==> src/rtl/simon_pkg.sv <==
// rtl/simon_pkg.sv - shared types, constants and helpers for the Simon game controller
//
// Contents:
//   state_t      : controller FSM states
//   LFSR_POLY    : Galois feedback mask for the 16-bit sequence LFSRs
//   ch_onehot()  : channel index -> 8-bit one-hot (caller slices to NUM_CH)

package simon_pkg;

    localparam logic [15:0] LFSR_POLY = 16'hB400;

    typedef enum logic [2:0] {
        ST_IDLE     = 3'd0,
        ST_PAUSE    = 3'd1,
        ST_PLAY     = 3'd2,
        ST_PLAY_GAP = 3'd3,
        ST_REC      = 3'd4,
        ST_REC_WAIT = 3'd5,
        ST_FAIL     = 3'd6,
        ST_WIN      = 3'd7
    } state_t;

    // Sized for the largest supported channel count (8); narrower
    // configurations compare against the zero-extended switch vector.
    function automatic logic [7:0] ch_onehot(input logic [2:0] ch);
        return 8'b0000_0001 << ch;
    endfunction

endpackage

==> src/rtl/simon_lfsr.sv <==
// rtl/simon_lfsr.sv - 16-bit Galois LFSR with synchronous load and advance enable
//
// Ports:
//   clk      : clock
//   rst      : synchronous reset, active-low; state returns to RST_VAL
//   i_load   : load i_seed into the state (priority over i_en)
//   i_en     : advance the state by one Galois shift
//   i_seed   : value taken on i_load
//   o_state  : low OUT_W bits of the current state

module simon_lfsr
    import simon_pkg::*;
#(
    parameter logic [15:0] RST_VAL = 16'hACE1,
    parameter int          OUT_W   = 16
) (
    input  logic             clk,
    input  logic             rst,
    input  logic             i_load,
    input  logic             i_en,
    input  logic [15:0]      i_seed,
    output logic [OUT_W-1:0] o_state
);

    logic [15:0] r_state;
    logic [15:0] w_next;

    // Right-shifting Galois form: the bit shifted out selects the feedback mask.
    // A nonzero state never maps to zero, so a nonzero seed keeps it alive.
    assign w_next = {1'b0, r_state[15:1]} ^ (r_state[0] ? LFSR_POLY : 16'h0000);

    always_ff @(posedge clk) begin
        if (!rst) begin
            r_state <= RST_VAL;
        end else if (i_load) begin
            r_state <= i_seed;
        end else if (i_en) begin
            r_state <= w_next;
        end
    end

    assign o_state = r_state[OUT_W-1:0];

endmodule

==> src/rtl/simon_game_ctrl.sv <==
// rtl/simon_game_ctrl.sv - parametrised Simon game controller with internal timers and LFSRs
//
// Ports:
//   clk          : clock
//   rst          : synchronous reset, active-low
//   start        : one-cycle pulse; starts a game from IDLE, FAIL or WIN
//   sw           : debounced switch levels, one per channel
//   light        : light drive, one per channel
//   simons_turn  : 1 while the controller owns play (low in REC/REC_WAIT)
//   fini         : 1 in FAIL
//   win          : 1 in WIN
//   score        : current round length

module simon_game_ctrl
    import simon_pkg::*;
#(
    parameter int          NUM_CH     = 4,
    parameter int          MAX_LEN    = 16,
    parameter int          SHOW_CYC   = 50,
    parameter int          MIN_SHOW   = 10,
    parameter int          SPEED_STEP = 2,
    parameter int          GAP_CYC    = 20,
    parameter int          USER_TO    = 500,
    parameter logic [15:0] SEED       = 16'hACE1
) (
    input  logic                             clk,
    input  logic                             rst,
    input  logic                             start,
    input  logic [NUM_CH-1:0]                sw,
    output logic [NUM_CH-1:0]                light,
    output logic                             simons_turn,
    output logic                             fini,
    output logic                             win,
    output logic [$clog2(MAX_LEN+1)-1:0]     score
);

    localparam int CH_W   = $clog2(NUM_CH);
    localparam int SC_W   = $clog2(MAX_LEN + 1);
    localparam int TM_MX1 = (SHOW_CYC > GAP_CYC) ? SHOW_CYC : GAP_CYC;
    localparam int TM_MAX = (TM_MX1 > USER_TO) ? TM_MX1 : USER_TO;
    localparam int TM_W   = $clog2(TM_MAX + 1);

    // Timers count from 0; the "last" value is the final cycle spent in a state.
    localparam logic [TM_W-1:0] GAP_LAST  = TM_W'(GAP_CYC - 1);
    localparam logic [TM_W-1:0] USER_LAST = TM_W'(USER_TO - 1);
    localparam logic [SC_W-1:0] SC_ONE    = SC_W'(1);
    localparam logic [SC_W-1:0] SC_MAX    = SC_W'(MAX_LEN);

    state_t            r_state;
    logic [TM_W-1:0]   r_timer;
    logic [SC_W-1:0]   r_step;
    logic [SC_W-1:0]   r_score;
    logic [15:0]       r_seed;

    state_t            w_state_nxt;
    logic [TM_W-1:0]   w_timer_nxt;
    logic [SC_W-1:0]   w_step_nxt;
    logic [SC_W-1:0]   w_score_nxt;
    logic              w_seed_cap;
    logic              w_game_load;
    logic              w_game_en;

    logic [15:0]       w_free;
    logic [CH_W-1:0]   w_game_ch;
    logic [7:0]        w_onehot8;
    logic [7:0]        w_sw8;
    logic              w_sw_match;
    logic              w_sw_any;
    logic              w_timeout;
    logic              w_last_step;
    logic [31:0]       w_dec;
    logic [31:0]       w_show;
    logic [TM_W-1:0]   w_show_last;

    // Free-running source of per-game seeds; sampled when a game starts.
    simon_lfsr #(
        .RST_VAL (SEED),
        .OUT_W   (16)
    ) u_free_lfsr (
        .clk     (clk),
        .rst     (rst),
        .i_load  (1'b0),
        .i_en    (1'b1),
        .i_seed  (16'h0000),
        .o_state (w_free)
    );

    // Replays the same sequence every round by reloading from r_seed.
    simon_lfsr #(
        .RST_VAL (SEED),
        .OUT_W   (CH_W)
    ) u_game_lfsr (
        .clk     (clk),
        .rst     (rst),
        .i_load  (w_game_load),
        .i_en    (w_game_en),
        .i_seed  (r_seed),
        .o_state (w_game_ch)
    );

    assign w_onehot8   = ch_onehot(3'(w_game_ch));
    assign w_sw8       = 8'(sw);
    assign w_sw_match  = (w_sw8 == w_onehot8);
    assign w_sw_any    = |sw;
    assign w_timeout   = (r_timer == USER_LAST);
    assign w_last_step = (r_step == r_score);

    // Show time shrinks by SPEED_STEP per completed round, floored at MIN_SHOW.
    // Comparing SHOW_CYC against dec+MIN_SHOW avoids an unsigned underflow.
    always_comb begin
        w_dec = (r_score == '0) ? 32'd0
                                : (32'(r_score) - 32'd1) * 32'(SPEED_STEP);
        if (32'(SHOW_CYC) > w_dec + 32'(MIN_SHOW)) begin
            w_show = 32'(SHOW_CYC) - w_dec;
        end else begin
            w_show = 32'(MIN_SHOW);
        end
        w_show_last = TM_W'(w_show - 32'd1);
    end

    always_comb begin
        w_state_nxt = r_state;
        w_timer_nxt = r_timer;
        w_step_nxt  = r_step;
        w_score_nxt = r_score;
        w_seed_cap  = 1'b0;
        w_game_load = 1'b0;
        w_game_en   = 1'b0;

        case (r_state)
            ST_IDLE, ST_FAIL, ST_WIN: begin
                if (start) begin
                    w_state_nxt = ST_PAUSE;
                    w_score_nxt = SC_ONE;
                    w_step_nxt  = '0;
                    w_timer_nxt = '0;
                    w_seed_cap  = 1'b1;
                end
            end

            ST_PAUSE: begin
                if (r_timer == GAP_LAST) begin
                    w_state_nxt = ST_PLAY;
                    w_timer_nxt = '0;
                    w_step_nxt  = SC_ONE;
                    w_game_load = 1'b1;
                end else begin
                    w_timer_nxt = r_timer + 1'b1;
                end
            end

            ST_PLAY: begin
                if (r_timer == w_show_last) begin
                    w_state_nxt = ST_PLAY_GAP;
                    w_timer_nxt = '0;
                end else begin
                    w_timer_nxt = r_timer + 1'b1;
                end
            end

            ST_PLAY_GAP: begin
                if (r_timer == GAP_LAST) begin
                    w_timer_nxt = '0;
                    if (w_last_step) begin
                        // Whole round shown: rewind the sequence for the user.
                        w_state_nxt = ST_REC;
                        w_step_nxt  = SC_ONE;
                        w_game_load = 1'b1;
                    end else begin
                        w_state_nxt = ST_PLAY;
                        w_step_nxt  = r_step + 1'b1;
                        w_game_en   = 1'b1;
                    end
                end else begin
                    w_timer_nxt = r_timer + 1'b1;
                end
            end

            ST_REC: begin
                w_timer_nxt = r_timer + 1'b1;
                if (w_timeout) begin
                    w_state_nxt = ST_FAIL;
                end else if (w_sw_match) begin
                    w_state_nxt = ST_REC_WAIT;
                end else if (w_sw_any) begin
                    w_state_nxt = ST_FAIL;
                end
            end

            ST_REC_WAIT: begin
                // Press and release share one timeout window.
                w_timer_nxt = r_timer + 1'b1;
                if (w_timeout) begin
                    w_state_nxt = ST_FAIL;
                end else if (!w_sw_any) begin
                    w_timer_nxt = '0;
                    if (w_last_step) begin
                        if (r_score == SC_MAX) begin
                            w_state_nxt = ST_WIN;
                        end else begin
                            w_state_nxt = ST_PAUSE;
                            w_score_nxt = r_score + 1'b1;
                        end
                    end else begin
                        w_state_nxt = ST_REC;
                        w_step_nxt  = r_step + 1'b1;
                        w_game_en   = 1'b1;
                    end
                end
            end

            default: begin
                w_state_nxt = ST_IDLE;
            end
        endcase
    end

    always_ff @(posedge clk) begin
        if (!rst) begin
            r_state <= ST_IDLE;
            r_timer <= '0;
            r_step  <= '0;
            r_score <= '0;
            r_seed  <= SEED;
        end else begin
            r_state <= w_state_nxt;
            r_timer <= w_timer_nxt;
            r_step  <= w_step_nxt;
            r_score <= w_score_nxt;
            if (w_seed_cap) begin
                r_seed <= w_free;
            end
        end
    end

    always_comb begin
        light       = '0;
        simons_turn = 1'b1;
        fini        = 1'b0;
        win         = 1'b0;
        case (r_state)
            ST_IDLE:     light = '1;
            ST_PLAY:     light = w_onehot8[NUM_CH-1:0];
            ST_REC: begin
                light       = sw;
                simons_turn = 1'b0;
            end
            ST_REC_WAIT: begin
                light       = sw;
                simons_turn = 1'b0;
            end
            ST_FAIL:     fini = 1'b1;
            ST_WIN: begin
                light = '1;
                win   = 1'b1;
            end
            default:     light = '0;
        endcase
    end

    assign score = r_score;

endmodule
==> config.mk <==
export PLATFORM = sky130hd
export DESIGN_NAME = simon_game_ctrl
export DESIGN_NICKNAME = d
export VERILOG_FILES = /design/src/rtl/simon_pkg.sv /design/src/rtl/simon_lfsr.sv /design/src/rtl/simon_game_ctrl.sv
export SDC_FILE = /design/constraint.sdc
export NUM_CORES = 1
export LEC_CHECK = 0
export ABC_CLOCK_PERIOD_IN_PS = 4900
export CAP_MARGIN = 25
export CORE_MARGIN = 2
export CORE_UTILIZATION = 55
export DETAILED_ROUTE_END_ITERATION = 10
export GPL_TIMING_DRIVEN = 0
export HOLD_SLACK_MARGIN = 0.1
export PLACE_DENSITY = 0.84
export SLEW_MARGIN = 20
export SYNTH_ARGS = -nofsm -noshare
export SYNTH_HDL_FRONTEND = slang
export SYNTH_SLANG_ARGS = --single-unit
==> constraint.sdc <==
create_clock -name clk -period 4.9 [get_ports clk]
set_clock_uncertainty 0.1 [all_clocks]
set_input_delay 0.49 -clock clk [delete_from_list [all_inputs] [get_ports clk]]
set_output_delay 0.49 -clock clk [all_outputs]
set_load 0.01 [all_outputs]
# After elaboration in Yosys (flattened, before gate mapping)
# Index checks and enable logic that the tools add are counted.
[totals] reg_bits=70 input_bits=7 output_inout_bits=12 wordCells=109
[op_classes] add_sub_neg=7 n_lt_le_gt_ge=1 eq_ne=24 shift=1 n_mux=54 n_bitwise=2 n_reduce_logical=13
[op_table] operator="$mux 16" n=4
[op_table] operator="$mux 5" n=12
[op_table] operator="$mux 9" n=6
[op_table] operator="$pmux 9 s5" n=1
[op_table] operator="$mux 3" n=12
[op_table] operator="$add 32x4->32 const B" n=1
[op_table] operator="$gt 6x32->1 const A" n=1
[op_table] operator="$mux 32" n=1
[op_table] operator="$xor 15x16->16" n=2
[op_table] operator="$pmux 5 s4" n=1
[op_table] operator="$ne 2x2->1 const B" n=9
[op_table] operator="$pmux 3 s6" n=1
[op_table] operator="$eq 3x3->1 const B" n=4
[op_table] operator="$mux 1" n=12
[op_table] operator="$pmux 4 s3" n=1
[op_table] operator="$reduce_and 6->1" n=2
[op_table] operator="$add 5x1->5 const B" n=2
[op_table] operator="$pmux 5 s2" n=1
[op_table] operator="$add 9x1->9 const B" n=1
[op_table] operator="$eq 9x5->1 const B" n=1
[op_table] operator="$eq 9x9->1" n=1
[op_table] operator="$eq 9x9->1 const B" n=1
[op_table] operator="$sub 6x9->9 const A" n=1
[op_table] operator="$sub 9x1->9 const B" n=1
[op_table] operator="18 further kinds" n=23

# Depth between registers and ports, before layout
# Gate-level depths: netlist of the first run.
[logic_depth] word_depth=9 ltp_mapped=28 mapped_depth_nobuf=25

# By module
# Synthesis of the first run repeated with hierarchy kept, for this count alone.
[hier_totals] hier_cells=614 area_unflattened_um2=5051.1
[modules_own_cells] module="simon_game_ctrl" n_inst=1 cells_each=460 area_per_inst_um2=3372.0 seq_area_each_um2=760.7
[modules_own_cells] module="simon_lfsr at u_game_lfsr" n_inst=1 cells_each=78 area_per_inst_um2=847.1 seq_area_each_um2=320.3
[modules_own_cells] module="simon_lfsr at u_free_lfsr" n_inst=1 cells_each=76 area_per_inst_um2=832.0 seq_area_each_um2=320.3

# Worst setup path after synthesis of the first run
# Ideal clock, no wire load.
[synth_path] path_type="flip-flop to flip-flop" startpoint="register r_score[1] (netlist: score[1])" endpoint="register r_timer[6]" setup_ns=0.135 arrival_ns=4.618 t_required_ns=4.665 setup_slack_ns=0.047 stages_incl_launch_ff=28 n_path_buf=3 period_less_slack_ns=4.853 cell_sequence="dfxtp_1 > buf_6 > inv_1 > ha_1 > buf_2 > o21ai_0 > o21a_1 > ha_1 > a22oi_1 > nor2_1 > nand3_1 > ha_1 > nor4bb_1 > o211ai_1 > a22oi_1 > o22ai_1 > nand2_1 > nor3_1 > ha_1 > and2_1 > clkbuf_1 > mux2_2 > a22oi_1 > xnor2_1 > o2bb2ai_1 > nand4b_2 > a211oi_1 > a41oi_2"
[synth_via] elab_chain_len=9 elab_cells_between_ends=11 cone_classes="4 x add/sub; 1 x order compare; 1 x eq/ne; 4 x mux; 1 x reduce/logical"
[synth_lines] item="from (decl)" line="simon_game_ctrl.sv:52" rtl="logic [SC_W-1:0] r_score;"
[synth_lines] item="from (signal assigned)" line="simon_game_ctrl.sv:229" rtl="r_score <= w_score_nxt;"
[synth_lines] item="$sub 5x1->6 / $logic_not 5->1 (equally long branches)" line="simon_game_ctrl.sv:112, simon_game_ctrl.sv:111"
[synth_lines] item="$mux 32 *" line="simon_game_ctrl.sv:111" rtl="w_dec = (r_score == '0) ? 32'd0"
[synth_lines] item="$add 32x4->32" line="simon_game_ctrl.sv:113" rtl="if (32'(SHOW_CYC) > w_dec + 32'(MIN_SHOW)) begin"
[synth_lines] item="$gt 6x32->1" line="simon_game_ctrl.sv:113"
[synth_lines] item="$mux 9 *" line="simon_game_ctrl.sv:113"
[synth_lines] item="$sub 9x1->9 *" line="simon_game_ctrl.sv:118" rtl="w_show_last = TM_W'(w_show - 32'd1);"
[synth_lines] item="$eq 9x9->1 *" line="simon_game_ctrl.sv:153" rtl="if (r_timer == w_show_last) begin"
[synth_lines] item="$mux 9 *" line="simon_game_ctrl.sv:153"
[synth_lines] item="$pmux 9 s5 *" line="simon_game_ctrl.sv:130" rtl="case (r_state)"
[synth_lines] item="to (signal assigned)" line="simon_game_ctrl.sv:227" rtl="r_timer <= w_timer_nxt;"
[synth_lines] item="to (decl)" line="simon_game_ctrl.sv:50" rtl="logic [TM_W-1:0] r_timer;"
# Mark *: on every way between the ends. The rest lies on a longest branch, timed or not.
# A chain may end at the register's enable or synchronous reset.

# Worst setup path after layout of the first run
[layout_path] startpoint="register r_score[1] (netlist: score[1])" endpoint="register r_timer[8]"
# The elaborated chain is that of the path after synthesis.

==> results of run 1 <==
placed cells by master, fill, tap and decap left out, drive strengths merged, types with 6 or more instances in the layout:
cell and instances:
inv 14, o211ai 11, o21ai 31, mux2i 6, and3 9, nor2 46, and2 12, nand4 10
a221oi 6, buf 29, nand2b 11, a21oi 23, clkdlybuf4s50 17, xor2 15, a22oi 7, nand2 99
nor3 15, nand3 31, a311oi 6, o22ai 11, clkbuf 37, ha 14, dfxtp 70, xnor2 14
state kept, by name, summed over array words and instances (netlist names):
name	flops
r_step	5
r_state	3
r_seed	16
r_timer	9
u_game_lfsr.r_state	16
score	5
u_free_lfsr.o_state	16
layer usage:
| layer | wire length (um) | GRT usage |
|---|---|---|
| met3 | 560 | 0.0306 |
| met5 | 0 | 0 |
| met1 | 4840 | 0.317 |
| met4 | 374 | 0.102 |
| met2 | 6040 | 0.502 |
cells by family (layout without fill, tap and decap cells):
| family | after synthesis | in the layout | synth area share |
|---|---|---|---|
| other | 1 | 5 | 0.000860 |
| and+or+nand+nor | 260 | 260 | 0.291 |
| buffers and inverters | 56 | 103 | 0.0536 |
| AOI/OAI and AO/OA | 132 | 132 | 0.218 |
| adders and majority gates | 14 | 14 | 0.0401 |
| DFF | 70 | 70 | 0.321 |
| muxes | 7 | 7 | 0.0163 |
| xor gates and xnor gates | 29 | 29 | 0.0582 |
final timing paths:
path	startpoint	endpoint	slack (ns)	depth (start not counted)
max reg2reg	score[1]	r_timer[8]	-0.08	27
max	score[1]	r_timer[8]	-0.08	27
min	u_free_lfsr.o_state[4]	r_seed[4]	0.34	2
min reg2reg	u_free_lfsr.o_state[4]	r_seed[4]	0.34	2
cell usage after synthesis, drive strengths merged (2+ instances only):
cell / instances / area (sq um)
a211oi: 3 / 22.5
a21oi: 23 / 119
a221oi: 6 / 52.6
a22o: 4 / 43.8
a22oi: 7 / 52.6
a311oi: 6 / 52.6
a31oi: 4 / 25.0
a32o: 2 / 22.5
a32oi: 5 / 62.6
a41oi: 2 / 25.0
and2: 12 / 77.6
and3: 9 / 56.3
buf: 13 / 72.6
clkbuf: 28 / 105
dfxtp: 70 / 1400
ha: 14 / 175
inv: 14 / 52.6
mux2i: 6 / 60.1
nand2: 99 / 372
nand2b: 11 / 68.8
nand3: 31 / 155
nand3b: 2 / 15.0
nand4: 10 / 62.6
nand4b: 2 / 23.8
nor2: 46 / 173
nor2b: 3 / 18.8
nor3: 15 / 75.1
nor3b: 4 / 30.0
nor4: 4 / 25.0
nor4b: 2 / 23.8
nor4bb: 3 / 30.0
o211a: 3 / 30.0
o211ai: 11 / 82.6
o21a: 2 / 15.0
o21ai: 31 / 163
o22ai: 11 / 68.8
o31ai: 2 / 15.0
or3b: 2 / 20.0
or4: 3 / 30.0
xnor2: 14 / 123
xor2: 15 / 131
critical path: cells and delay by family (launching register included):
family          cells  cell delay (ns)
compound gates     13             2.25
flops               1             0.36
fa+ha+maj           4             0.82
buf+inv             3             0.31
simple gates        7             1.05
power groups by stage:
stage / clock, W / combinational [W] / sequential [W]
floorplan: 0 / 0.000492 / 0.000670
global placement: 0 / 0.000640 / 0.000680
detailed placement: 0 / 0.000666 / 0.000682
CTS: 0.000492 / 0.000725 / 0.000669
global route: 0.000513 / 0.000854 / 0.000679
finish: 0.000489 / 0.000784 / 0.000671
what timing repair did:
action / in CTS / in global routing
pin swaps: 8 / 18
gates resized for setup: 22 / 16
endpoints found under the setup margin: 9 / 9
setup buffers: 8 / 8
layout make-up:
class	instances	area, sq um	area share
sequential	70	1400	0.272
clock buffer	11	151	0.0293
multi-input combinational	447	2900	0.561
tap	102	128	0.0247
buffer	39	176	0.0342
clock inverter	5	57.6	0.0111
timing repair buffer	33	290	0.0562
inverter	15	58.8	0.0114
per-stage QoR:
step	hold slack [ns]	setup WS [ns]	setup TNS, ns
floorplan	0.311	0.0470	0
global placement	0.328	-0.646	-5.04
detailed placement	0.324	-0.732	-6.09
CTS	0.347	0.0212	0
global route	0.371	-0.254	-1.64
finish	0.343	-0.0775	-0.170
==> impl_metrics.ini, run 1 <==
[timing]
worst_slack_ns = -0.0775
worst_pin_slew_ns = 1.06
final.period_utilization = 1.02
slew_headroom = 0.288
min_period_ns = 4.98
drv_slew = 0
finalHoldViolations = 0
max_clock_freq_ghz = 0.201
rsz0062_at_grt = true
setup_viol = 3

[drt]
wl_per_cell_um = 16.4
routed_wl_um = 11800
drt_iter0_markers = 371
vias_per_cell = 6.12
vias = 4418
detail_route.first_pass.iterations = 5
drtAntennaViolNets = 0
drc = 0

[pwr]
switching_share = 0.381
seqPwrFrac = 0.345
combPwrFrac = 0.403
ir_worst_vdd_mv = 0.277
clkPwrFrac = 0.251
power_density_nw_per_um2 = 376
p_sw_w = 0.000740
intPower_w = 0.00120
leakage_nw = 2.01
finalPower_w = 0.00194

[setup_path]
critical_path_required_ns = 5.04
cp_max_fo = 7
crit_path_top_delay_cell = dfxtp_2
worstPathArrival_ns = 5.12
worstSetupPathType = flip-flop to flip-flop
startpoint_type = flip-flop
endpoint_kind = flip-flop
max_stage_delay_ns = 0.36

[final_layout]
final_util = 0.672
final_cells = 722
fillCellCount = 652
finalNetCount = 636
area_delta_synth_final_pct = 18.4
antenna_cells = 0
fin_area_sq_um = 5160
drive_above_1_share = 0.142

[placed_design]
io_buffers = 17
gp_congestion = 0.926
dp_cells = 692
dp_hpwl_um = 7860
placed_area_sq_um = 4680

[synth]
yosysWarnings = 0
synth_edf_count = 0
synth-seq-area-share = 0.321
async_flop_share = 0
syn_area_sq_um = 4360
synthFlopType = dfxtp_1
ys_ff_latch = 70
synthDistinctLibCells = 70
postSynthAreaPerCell_sq_um = 7.67
syn_inst = 569

[hold_path]
worstHoldPathType = flip-flop to flip-flop

[global_route]
grt_pass1_vias = 4071
grt_antenna_before_repair = 0
grtUsageTotal = 0.270
grt_max_degree = 13
grt_pass1_wl_um = 19000
globalRoute.totalOverflow = 0

[floorplan]
initial_core_util = 0.568
rows = 32
io_pins = 19
die_height_um = 93.1
core_sq_um = 7690
die-area_sq_um = 8660
die_x_um = 93.1

[status]
status = finished, violations left
violations = setup timing

[clock_network]
cts_buffer_depth = 2
clkLatencyLatePin_ns = 0.35
cts_root_buffer = clkbuf_8
cts_sinks = 70
h-tree-depth = 3
hold_buffers = 0
clk_pin_slew_worst_paths_ns = 0.08
cts_tree = done
cts_buffers = 9

[flow_run]
max_cap_violations = 0
(Power assumes the default switching activity.)
==> run 2: changes to the inputs <==
HOLD_SLACK_MARGIN = not set   (was 0.1)
PLACE_DENSITY = 0.73   (was 0.84)
==> impl_metrics.ini, run 2 (synthesis results as in run 1) <==
[setup_path]
worstPathArrival_ns = 4.87
endpoint_kind = flip-flop
cp_max_fo = 6
rrSetupSlack_ns = 0.16
cp_num_buf_inv = 3
worstSetupPathType = flip-flop to flip-flop
cpLargestDelayFamily = compound AO/OA/AOI/OAI gates
critical_path_required_ns = 5.03
startpoint_type = flip-flop
crit_path_top_delay_cell = dfxtp_4
max_stage_delay_ns = 0.37

[placed_design]
gp_congestion = 0.903
placed_area_sq_um = 4680
io_buffers = 17
dp_cells = 692
dp_hpwl_um = 8160

[floorplan]
die-area_sq_um = 8660
die_height_um = 93.1
die_x_um = 93.1
io_pins = 19
initial_core_util = 0.568
rows = 32
core_sq_um = 7690

[timing]
min_period_ns = 4.74
drv_slew = 0
worst_pin_slew_ns = 0.927
finalSetupTns_ns = 0
setup_viol = 0
max_clock_freq_ghz = 0.211
slew_headroom = 0.376
final.period_utilization = 0.967
finalHoldViolations = 0

[global_route]
globalRoute.totalOverflow = 0
grt_antenna_before_repair = 0
grt_pass1_wl_um = 18900
grtUsageTotal = 0.270
grt_max_degree = 13
grt_pass1_vias = 4114

[pwr]
ir_worst_vdd_mv = 0.363
power_density_nw_per_um2 = 377
leakage_nw = 1.98
finalPower_w = 0.00194

[final_layout]
finalNetCount = 635
antenna_cells = 0
fin_area_sq_um = 5150
fillCellCount = 686
drive_above_1_share = 0.139
final_cells = 720
final_cell_mix = nand2_1, dfxtp_1, nor2_1, nand3_1, clkbuf_1
final_common_cell = nand2_1
final_util = 0.670
area_delta_synth_final_pct = 18.1

[flow_run]
max_cap_violations = 0

[clock_network]
h-tree-depth = 3
cts_buffer_depth = 2
clk_pin_slew_worst_paths_ns = 0.07
clkLatencyLatePin_ns = 0.35
cts_sinks = 70
cts_tree = done
cts_buffers = 9
cts_root_buffer = clkbuf_8

[drt]
drtAntennaViolNets = 0
detail_route.first_pass.iterations = 6
vias = 4312
routed_wl_um = 11500
vias_per_cell = 5.99
drt_iter0_markers = 291
wl_per_cell_um = 16.0
drc = 0

[status]
status = finished, final reports clean

[hold_path]
worstHoldPathType = flip-flop to flip-flop
-- run 2: changes by cell type in the layout (fill, tap and decap cells not counted), sizes merged --
cell	delta
buf	-1
bufinv	+1
clkbuf	-1
clkinv	-2
clkinvlp	+1
-- run 2: worst reg2reg max path: stages (launching register included) --
cell and delay [ns]:
dfxtp_4 0.37, inv_4 0.07, ha_4 0.15, buf_6 0.12, nand2b_4 0.12, o21a_1 0.16
ha_2 0.20, a22oi_2 0.08, nor2_1 0.12, nand3_1 0.11, ha_2 0.24, nor4bb_4 0.28
o211ai_1 0.18, a22oi_2 0.21, o22ai_2 0.11, nand2_2 0.10, nor3_2 0.04, ha_2 0.20
and2_4 0.18, a22oi_2 0.15, o22ai_1 0.09, a21o_1 0.23, nor3b_2 0.17, a311oi_2 0.31
o2111ai_2 0.18, buf_4 0.19, nor2_2 0.07, o22ai_1 0.08
-- run 2: worst paths after layout --
path                                              from                endpoint  cells after the start
worst max-delay path                          score[0]              r_timer[2]                     27
worst min-delay path            u_free_lfsr.o_state[6]  u_free_lfsr.o_state[5]                      1
worst max register to register                score[0]              r_timer[2]                     27
worst min register to register  u_free_lfsr.o_state[6]  u_free_lfsr.o_state[5]                      1
-- run 2: layout make-up --
| type | instances | area (sq um) | share of cell area |
|---|---|---|---|
| multi-input combinational | 447 | 2890 | 0.561 |
| sequential | 70 | 1410 | 0.273 |
| timing repair buffer | 33 | 290 | 0.0563 |
| buffer | 38 | 165 | 0.0321 |
| clock buffer | 10 | 128 | 0.0248 |
| tap | 102 | 128 | 0.0248 |
| clock inverter | 5 | 85.1 | 0.0165 |
| inverter | 15 | 61.3 | 0.0119 |
-- run 2: routing by layer --
| layer | wire [um] | vias to the layer above | GRT usage |
|---|---|---|---|
| li1 | - | 2118 | - |
| met1 | 4870 | 2057 | 0.311 |
| met2 | 5880 | 108 | 0.495 |
| met3 | 467 | 29 | 0.0588 |
| met4 | 276 | 0 | 0.0907 |
| met5 | 0 | - | 0 |
-- run 2: power by group --
| part | switching (W) | internal [W] | leakage, nW |
|---|---|---|---|
| logic | 0.000447 | 0.000313 | 1.31 |
| clock network | 0.000220 | 0.000286 | 0.103 |
| registers | 0.0000488 | 0.000627 | 0.573 |
-- run 2: through the flow --
stage | hold slack, ns | worst slack, ns
detailed placement | 0.330 | -0.940
finish | 0.350 | 0.161
global placement | 0.325 | -0.717
CTS | 0.351 | 0.0138
floorplan | 0.311 | 0.0470
global route | 0.364 | -0.0342
-- run 2: what timing repair did --
item	4_1_cts	5_1_grt
setup buffers	12	4
hold buffers	0	0
pin swaps	9	17
setup endpoints to repair	9	9
gates resized for setup	23	16
==> run 3: changes to the inputs <==
GPL_TIMING_DRIVEN = not set   (was 0)
SKIP_LAST_GASP = 1   (was not set)
==> impl_metrics.ini, run 3 (synthesis results as in run 1) <==
[floorplan]
initial_core_util = 0.568
die_x_um = 93.1
core_sq_um = 7690
die_height_um = 93.1
io_pins = 19
die-area_sq_um = 8660
rows = 32

[pwr]
p_sw_w = 0.000685
switching_share = 0.363
power_density_nw_per_um2 = 382
leakage_nw = 1.90
combPwrFrac = 0.356
clkPwrFrac = 0.269
seqPwrFrac = 0.375
ir_worst_vdd_mv = 0.259
finalPower_w = 0.00189
intPower_w = 0.00120

[clock_network]
clkLatencyLatePin_ns = 0.34
cts_buffer_depth = 2
cts_tree = done
clk_pin_slew_worst_paths_ns = 0.08
cts_buffers = 9
cts_root_buffer = clkbuf_8
h-tree-depth = 3
cts_sinks = 70

[flow_run]
max_cap_violations = 0

[setup_path]
crit_path_frequent_cell = ha_2
crit_start = score[1]
rrSetupSlack_ns = 0.33
max_stage_delay_ns = 0.33
critical_path_required_ns = 5.03
crit_end = r_timer[3]
endpoint_kind = flip-flop
crit_path_top_delay_cell = dfxtp_2
worst-r2r-cell-count = 25
r2r_end = r_timer[3]
worstPathArrival_ns = 4.69
cp_max_fo = 7
worstSetupPathType = flip-flop to flip-flop
startpoint_type = flip-flop
r2r-start = score[1]

[drt]
detail_route.first_pass.iterations = 7
wl_per_cell_um = 15.3
drtAntennaViolNets = 0
vias = 4120
vias_per_cell = 6.01
drt_iter0_markers = 410
drc = 0
routed_wl_um = 10500

[placed_design]
dp_hpwl_um = 7110
io_buffers = 18
gp_congestion = 0.899

[final_layout]
final_util = 0.643
drive_above_1_share = 0.122
final_common_cell = nand2_1
area_delta_synth_final_pct = 13.2
antenna_cells = 0
fillCellCount = 681
finalNetCount = 600
final_cell_mix = nand2_1, dfxtp_1, nor2_1, nand3_1

[timing]
drv_slew = 0
max_clock_freq_ghz = 0.219
finalHoldViolations = 0
timing.hold.ws_ns = 0.344
min_period_ns = 4.57
setup_viol = 0
final.period_utilization = 0.932
worst_pin_slew_ns = 0.898
slew_headroom = 0.400

[hold_path]
worstHoldPathType = flip-flop to flip-flop

[global_route]
grt_max_degree = 44
grtUsageTotal = 0.245
globalRoute.totalOverflow = 0
grt_antenna_before_repair = 0
grt_pass1_vias = 3798
grt_pass1_wl_um = 17500

[status]
status = finished, final reports clean
==> run 3: cell count changes in the layout (fill, tap and decap cells not counted), sizes merged <==
cell | previous run | this run
clkbuf | 36 | 10
clkdlybuf4s50 | 17 | 18
buf | 28 | 18
==> run 3: power by group through the flow <==
| stage | sequential [W] | clock (W) | combinational (W) |
|---|---|---|---|
| after floorplan | 0.000670 | 0 | 0.000492 |
| after global placement | 0.000717 | 0 | 0.000611 |
| after detailed placement | 0.000719 | 0 | 0.000624 |
| after CTS | 0.000706 | 0.000514 | 0.000627 |
| after global routing | 0.000722 | 0.000537 | 0.000745 |
| final | 0.000708 | 0.000508 | 0.000672 |
==> run 3: timing repair <==
item | in CTS | in global routing
setup endpoints to repair | 1 | 9
resized for setup | 1 | 20
hold buffers | 0 | 0
pin swaps | 0 | 12
setup buffers | 0 | 5
==> run 3: metrics by stage <==
stage,instance area (sq um),setup WS (ns),cells,TNS [ns]
floorplan,4380,0.0470,573,0
global placement,4610,0.201,665,0
detailed placement,4610,0.0266,665,0
CTS,4830,-0.0142,680,-0.0227
global route,4940,-0.0846,685,-0.252
finish,4940,0.333,685,0
==> run 3: final cells by class <==
class / instances / area [sq um] / share of cell area
clock buffer: 10 / 128 / 0.0258
clock inverter: 5 / 85.1 / 0.0172
inverter: 15 / 56.3 / 0.0114
multi-input combinational: 447 / 2830 / 0.572
sequential: 70 / 1400 / 0.284
tap: 102 / 128 / 0.0258
timing repair buffer: 36 / 315 / 0.0638
==> run 3: worst min-delay path by stage <==
stage	startpoint	endpoint	slack, ns	cells past startpoint
2_1_floorplan	u_free_lfsr.o_state[1]	u_free_lfsr.o_state[0]	0.31	1
3_3_place_gp	u_free_lfsr.o_state[1]	u_free_lfsr.o_state[0]	0.33	1
4_1_cts	u_free_lfsr.o_state[1]	u_free_lfsr.o_state[0]	0.35	1
5_1_grt	u_game_lfsr.r_state[10]	u_game_lfsr.r_state[10]	0.36	2
3_5_place_dp	u_free_lfsr.o_state[1]	u_free_lfsr.o_state[0]	0.33	1
6_report	u_free_lfsr.o_state[1]	u_free_lfsr.o_state[0]	0.34	1
==> run 3: layer usage <==
metal,wire (um),vias up,track usage,share of wire
met2,5190,133,0.425,0.50
li1,-,2049,-,-
met3,461,19,0.0395,0.044
met4,204,0,0.0968,0.019
met5,0,-,0,0
met1,4630,1919,0.305,0.44
==> run 3: critical path: cells and delay by family (launching register included) <==
kind | cells | cell delay [ns]
and+or+nand+nor | 9 | 1.32
DFF | 1 | 0.33
buffers and inverters | 1 | 0.06
AOI/OAI and AO/OA | 11 | 1.88
adders and majority gates | 4 | 0.77
